$ cat src/rtl/io_port.sv
// io_port -- peripheral end of the CU's I/O transfer.
// A CU write to DATA pushes the bus word into a TX FIFO, which drains over a
// valid/ready stream to an external sink. Words from an external RX stream
// fill an RX FIFO, which the CU pops by reading DATA. STATUS and CTRL
// registers sit next to DATA. Unused address 3 reads as 0.
//
// Ports:
//   clk, rst          system clock; synchronous reset, active low
//   addr              I/O address (only [1:0] decoded)
//   bus_in / bus_out  shared data bus in; read data out (0 when not reading)
//   io_oe / io_we     CU read / write strobes, one access per high cycle
//   tx_data/valid/ready   outbound stream (TX FIFO head)
//   rx_data/valid/ready   inbound stream (into RX FIFO)

module io_fifo #(
  parameter int W     = 16,
  parameter int DEPTH = 4,
  parameter int PW    = 2
) (
  input  logic         clk,
  input  logic         rst,
  input  logic         flush,
  input  logic         push,
  input  logic         pop,
  input  logic [W-1:0] wdata,
  output logic [W-1:0] rdata,
  output logic [PW:0]  count,
  output logic         empty,
  output logic         full
);
  logic [W-1:0]  mem [DEPTH];
  logic [PW-1:0] wr_ptr, rd_ptr;
  logic          do_push, do_pop;

  assign empty   = (count == '0);
  assign full    = (count == (PW+1)'(DEPTH));
  assign do_pop  = pop & ~empty;
  // A full FIFO still takes a push when the head leaves on the same edge.
  assign do_push = push & (~full | do_pop);
  assign rdata   = mem[rd_ptr];

  always_ff @(posedge clk) begin
    if (!rst || flush) begin
      wr_ptr <= '0;
      rd_ptr <= '0;
      count  <= '0;
    end else begin
      if (do_push) wr_ptr <= wr_ptr + 1'b1;
      if (do_pop)  rd_ptr <= rd_ptr + 1'b1;
      count <= count + (PW+1)'(do_push) - (PW+1)'(do_pop);
    end
  end

  // Storage needs no reset; only pointers and counts define the state.
  always_ff @(posedge clk) begin
    if (do_push) mem[wr_ptr] <= wdata;
  end
endmodule

module io_port #(
  parameter int word_width = 16,
  parameter int fifo_depth = 4,
  parameter int ptr_width  = 2
) (
  input  logic                  clk,
  input  logic                  rst,
  input  logic [word_width-1:0] addr,
  input  logic [word_width-1:0] bus_in,
  output logic [word_width-1:0] bus_out,
  input  logic                  io_oe,
  input  logic                  io_we,
  output logic [word_width-1:0] tx_data,
  output logic                  tx_valid,
  input  logic                  tx_ready,
  input  logic [word_width-1:0] rx_data,
  input  logic                  rx_valid,
  output logic                  rx_ready
);
  localparam logic [1:0] A_DATA = 2'd0, A_STAT = 2'd1, A_CTRL = 2'd2;

  logic [1:0]           sel;
  logic                 wr_en, rd_en;
  logic                 data_wr, ctrl_wr, data_rd, flush;
  logic                 tx_full, tx_empty, tx_pop;
  logic                 rx_full, rx_empty, rx_pop, rx_push;
  logic [ptr_width:0]   tx_count, rx_count;
  logic [word_width-1:0] rx_head, status;
  logic                 tx_ovf;
  logic                 unused_addr;

  assign unused_addr = &{1'b0, addr[word_width-1:2]};

  assign sel     = addr[1:0];
  assign wr_en   = rst & io_we;
  // A simultaneous write wins; the read is dropped and bus_out stays 0.
  assign rd_en   = rst & io_oe & ~io_we;
  assign data_wr = wr_en & (sel == A_DATA);
  assign ctrl_wr = wr_en & (sel == A_CTRL);
  assign data_rd = rd_en & (sel == A_DATA);
  assign flush   = ctrl_wr & bus_in[1];

  assign tx_valid = ~tx_empty;
  assign tx_pop   = tx_valid & tx_ready;
  assign rx_ready = rst & ~rx_full;
  assign rx_push  = rx_valid & rx_ready;
  assign rx_pop   = data_rd & ~rx_empty;

  io_fifo #(.W(word_width), .DEPTH(fifo_depth), .PW(ptr_width)) u_tx (
    .clk(clk), .rst(rst), .flush(flush), .push(data_wr), .pop(tx_pop),
    .wdata(bus_in), .rdata(tx_data), .count(tx_count),
    .empty(tx_empty), .full(tx_full)
  );

  io_fifo #(.W(word_width), .DEPTH(fifo_depth), .PW(ptr_width)) u_rx (
    .clk(clk), .rst(rst), .flush(flush), .push(rx_push), .pop(rx_pop),
    .wdata(rx_data), .rdata(rx_head), .count(rx_count),
    .empty(rx_empty), .full(rx_full)
  );

  // Sticky overflow: set when a DATA write meets a full TX FIFO with no
  // same-edge drain. Flush leaves it alone; only CTRL bit0 clears it.
  always_ff @(posedge clk) begin
    if (!rst)                         tx_ovf <= 1'b0;
    else if (ctrl_wr && bus_in[0])    tx_ovf <= 1'b0;
    else if (data_wr && tx_full && !tx_pop) tx_ovf <= 1'b1;
  end

  always_comb begin
    status      = '0;
    status[0]   = ~rx_empty;
    status[1]   = tx_full;
    status[2]   = tx_empty;
    status[3]   = tx_ovf;
    status[7:4] = 4'(rx_count);
  end

  always_comb begin
    bus_out = '0;
    if (rd_en) begin
      case (sel)
        A_DATA:  bus_out = rx_empty ? '0 : rx_head;
        A_STAT:  bus_out = status;
        default: bus_out = '0;
      endcase
    end
  end

  logic unused_tx_count;
  assign unused_tx_count = &{1'b0, tx_count};
endmodule
$ cat config.mk
export PLATFORM = sky130hd
export DESIGN_NAME = io_port
export DESIGN_NICKNAME = d
export VERILOG_FILES = /design/src/rtl/io_port.sv
export SDC_FILE = /design/constraint.sdc
export NUM_CORES = 1
export LEC_CHECK = 0
export BUFFER_PORTS_ARGS = -buffer_cell sky130_fd_sc_hd__buf_2
export CAP_MARGIN = 30
export CORE_ASPECT_RATIO = 1.5
export CORE_MARGIN = 4
export CORE_UTILIZATION = 48
export CTS_CLUSTER_DIAMETER = 40
export DETAILED_ROUTE_END_ITERATION = 12
export GPL_ROUTABILITY_DRIVEN = 0
export MAX_ROUTING_LAYER = met4
export PLACE_DENSITY = 0.69
export SLEW_MARGIN = 15
export SYNTH_ARGS = -nofsm -noshare
export SYNTH_HDL_FRONTEND = slang
export SYNTH_SLANG_ARGS = --single-unit
$ cat constraint.sdc
create_clock -name clk -period 3.7 [get_ports clk]
set_input_delay 0.37 -clock clk [delete_from_list [all_inputs] [get_ports clk]]
set_output_delay 0.37 -clock clk [all_outputs]
set_load 0.1 [all_outputs]
==> reports/qor.yml <==
layout:
  finalInstanceArea_um2: 6960
  drive_gt1_frac: 0.337
  multi_input_area_um2: 1530
  nFillCells: 949
  antenna_cells: 0
  final_nets: 450
  ff_latch_area_um2: 4220
  synthToLayoutAreaGrowth_pct: 17.8
global_routing:
  grt-ovfl-total: 0
  antenna_found_initial: 0
  grt_start_max_net_pins: 18
  grt_use_total: 0.158
  grt_pass1_wl_mm: 16.4
  grt_pass1_vias: 3162
route:
  drtPass1Iterations: 4
  drt_iter0_drc: 106
  vias: 2988
  vias_per_cell: 5.45
  drcViolationCount: 0
  wl_mm: 10.1
  avgRoutedWirePerCell_um: 18.3
  antenna_left: 0
worst_setup_path:
  worstSetupStartpointType: "register"
  required_ns: 3.33
  r2r_slack_ns: 1.38
  r2r_end: "u_rx.count[2]$_SDFF_PP0_"
  arrival_ns: 2.56
  max_stage_delay_ns: 0.80
  r2r-start: "u_rx.count[1]$_SDFF_PP0_"
  crit_fanout: 12
  worstSetupPathType: "reg -> out"
  ff2ff_path_depth: 9
  path_cells: "buf_4 -> mux4_1 -> and2_1 -> buf_2"
  endpoint_kind: "output port"
  slowest_stage: "dfxtp_1"
logic_synthesis:
  synth.net_count: 367
  yosysMostFrequentCell: "edfxtp_1"
  synth_seq_cells: 147
  synth_ff_type: "edfxtp_1"
  async_flop_share: 0
  synth_edf_count: 128
  ys_top_cells_by_count: "128 x edfxtp_1, 23 x mux4_2, 19 x dfxtp_1, 14 x and2_1, 14 x inv_1"
  synth.distinct_cells: 42
  synth.top_cells.by_area: "edfxtp_1 65%, mux4_2 8.8%, dfxtp_1 6.4%, mux4_1 4.0%, ha_1 2.5%"
  syn-cell-area_um2: 5900
  yosysWarnings: 0
  yosys.area.top_type_share: 0.651
  synth_cells: 299
  syn_avg_cell_area_um2: 19.7
  synth_top_area_cell: "edfxtp_1"
  yosysSeqAreaShare: 0.716
clock_network:
  cts_tree: "built"
  cts_buffers: 17
  clk_pin_slew_ns: 0.06
  insertion_delay_ns: 0.42
  cts_buffer_depth: 2
  root_buffer: "clkbuf_16"
  htreeDepth: 4
  postCtsHoldBufs: 0
  cts.sink_count: 147
  cts_resized: 0
  postCtsSetupRepairBufs: 0
floorplan:
  core-area_um2: 12000
  rows: 49
  die_area_um2: 14200
  die_h_um: 144
  initial_core_util: 0.491
  die_w_um: 98.5
  ios: 88
placed_design:
  dpl_cell_area_um2: 6380
  port_buffers: 73
  hpwl_mm: 6.82
job:
  drv_cap: 0
timing:
  period_needed_ns: 2.93
  clock.fmax_mhz: 341
  final_max_slew_viol_count: 0
  slew_headroom: 0.415
  worstMarginPinSlew_ns: 0.878
  tns_ns: 0
  rsz0062_at_grt: "no"
  setup_viol: 0
  final_hold_viol_count: 0
  fin_worst_skew_ns: 0.00476
  finalCritPeriodShare: 0.792
hold_path:
  min_delay_path_depth: 1
  hold_end: "u_rx.mem[3][7]$_DFFE_PP_"
  hp-class: "in -> reg"
  worstHoldStart: "rx_data[7]"
power_and_ir_drop:
  powerDensity_nw_per_um2: 644
  p_leak_nw: 2.47
  vdd_drop_max_mv: 0.426
status:
  outcome: "completed"
==> per-layer routing <==
layer | GRT usage | wire [um] | vias to the layer above
li1 | - | - | 1383
met3 | 0.0374 | 480 | 16
met5 | - | 0 | -
met4 | 0.0705 | 187 | 0
met2 | 0.278 | 5570 | 74
met1 | 0.170 | 3810 | 1515
==> worst max path at each step <==
stage	startpoint	slack (ns)	to
finish	register	0.77	bus_out[12]
global route	register	0.63	bus_out[12]
CTS	register	0.70	bus_out[12]
detailed placement	register	1.20	bus_out[9]
global placement	register	1.20	bus_out[12]
floorplan	register	0.54	bus_out[0]
==> sequential cells by signal, summed over array words and instances, names as in the netlist, named ones only <==
register	cells
u_rx.mem	64
u_tx.mem	64
u_rx.count	3
u_tx.count	3
u_rx.rd_ptr	2
u_rx.wr_ptr	2
u_tx.rd_ptr	2
u_tx.wr_ptr	2
tx_ovf	1
==> cell type report <==
type / count / share of cell area
clock buffer: 17 / 0.0612
clock inverter: 15 / 0.0210
inverter: 14 / 0.00755
multi-input combinational: 126 / 0.220
sequential: 147 / 0.607
tap: 153 / 0.0275
timing repair buffer: 76 / 0.0558
==> per-stage QoR <==
stage	util	hold WS, ns	setup WS [ns]	power [mW]	instances
final	0.579	0.157	0.769	4.48	548
after global routing	0.579	0.152	0.628	4.66	548
after CTS	0.579	0.147	0.701	4.52	548
after detailed placement	0.531	0.476	1.20	2.89	516
after global placement	0.531	0.440	1.20	2.87	516
after floorplan	-	0.431	0.536	2.73	299
==> where the power goes <==
| part | switching, mW | internal [mW] | leakage (nW) |
|---|---|---|---|
| combinational | 0.686 | 0.240 | 0.883 |
| sequential | 0.0568 | 1.86 | 1.31 |
| clock | 0.694 | 0.943 | 0.278 |
==> placed cells by master (no fill, tap or decap), types with 2 or more instances in the layout <==
master and instances:
and3_1 7, clkinv_1 2, xor2_1 3, a32o_1 5, nor3_1 3, dfxtp_1 19, inv_8 2, fa_1 2
mux4_2 23, clkinv_4 4, edfxtp_1 128, nand3_1 8, mux4_1 9, and4bb_2 2, buf_4 3, o31ai_1 2
inv_6 5, ha_1 12, xnor2_1 2, mux2i_1 5, inv_1 14, clkbuf_16 17, o21ai_0 2, nor4b_1 2
and2_1 14, a21oi_1 2, buf_2 73, nor2_1 9
==> cells by family (layout without fill, tap and decap cells) <==
| family | after synthesis | in the layout | synth area share |
|---|---|---|---|
| xor+xnor | 5 | 5 | 0.00742 |
| mux | 37 | 37 | 0.136 |
| flops | 147 | 147 | 0.716 |
| simple gates | 54 | 54 | 0.0610 |
| buf+inv | 26 | 122 | 0.0254 |
| compound gates | 16 | 16 | 0.0220 |
| fa+ha+maj | 14 | 14 | 0.0322 |
==> critical path, delay by kind of cell, from the launching register on <==
family,cells,cell delay (ns)
DFF,1,0.80
buffers and inverters,2,0.57
muxes,1,0.57
and+or+nand+nor,1,0.19
(Power assumes the default switching activity.)
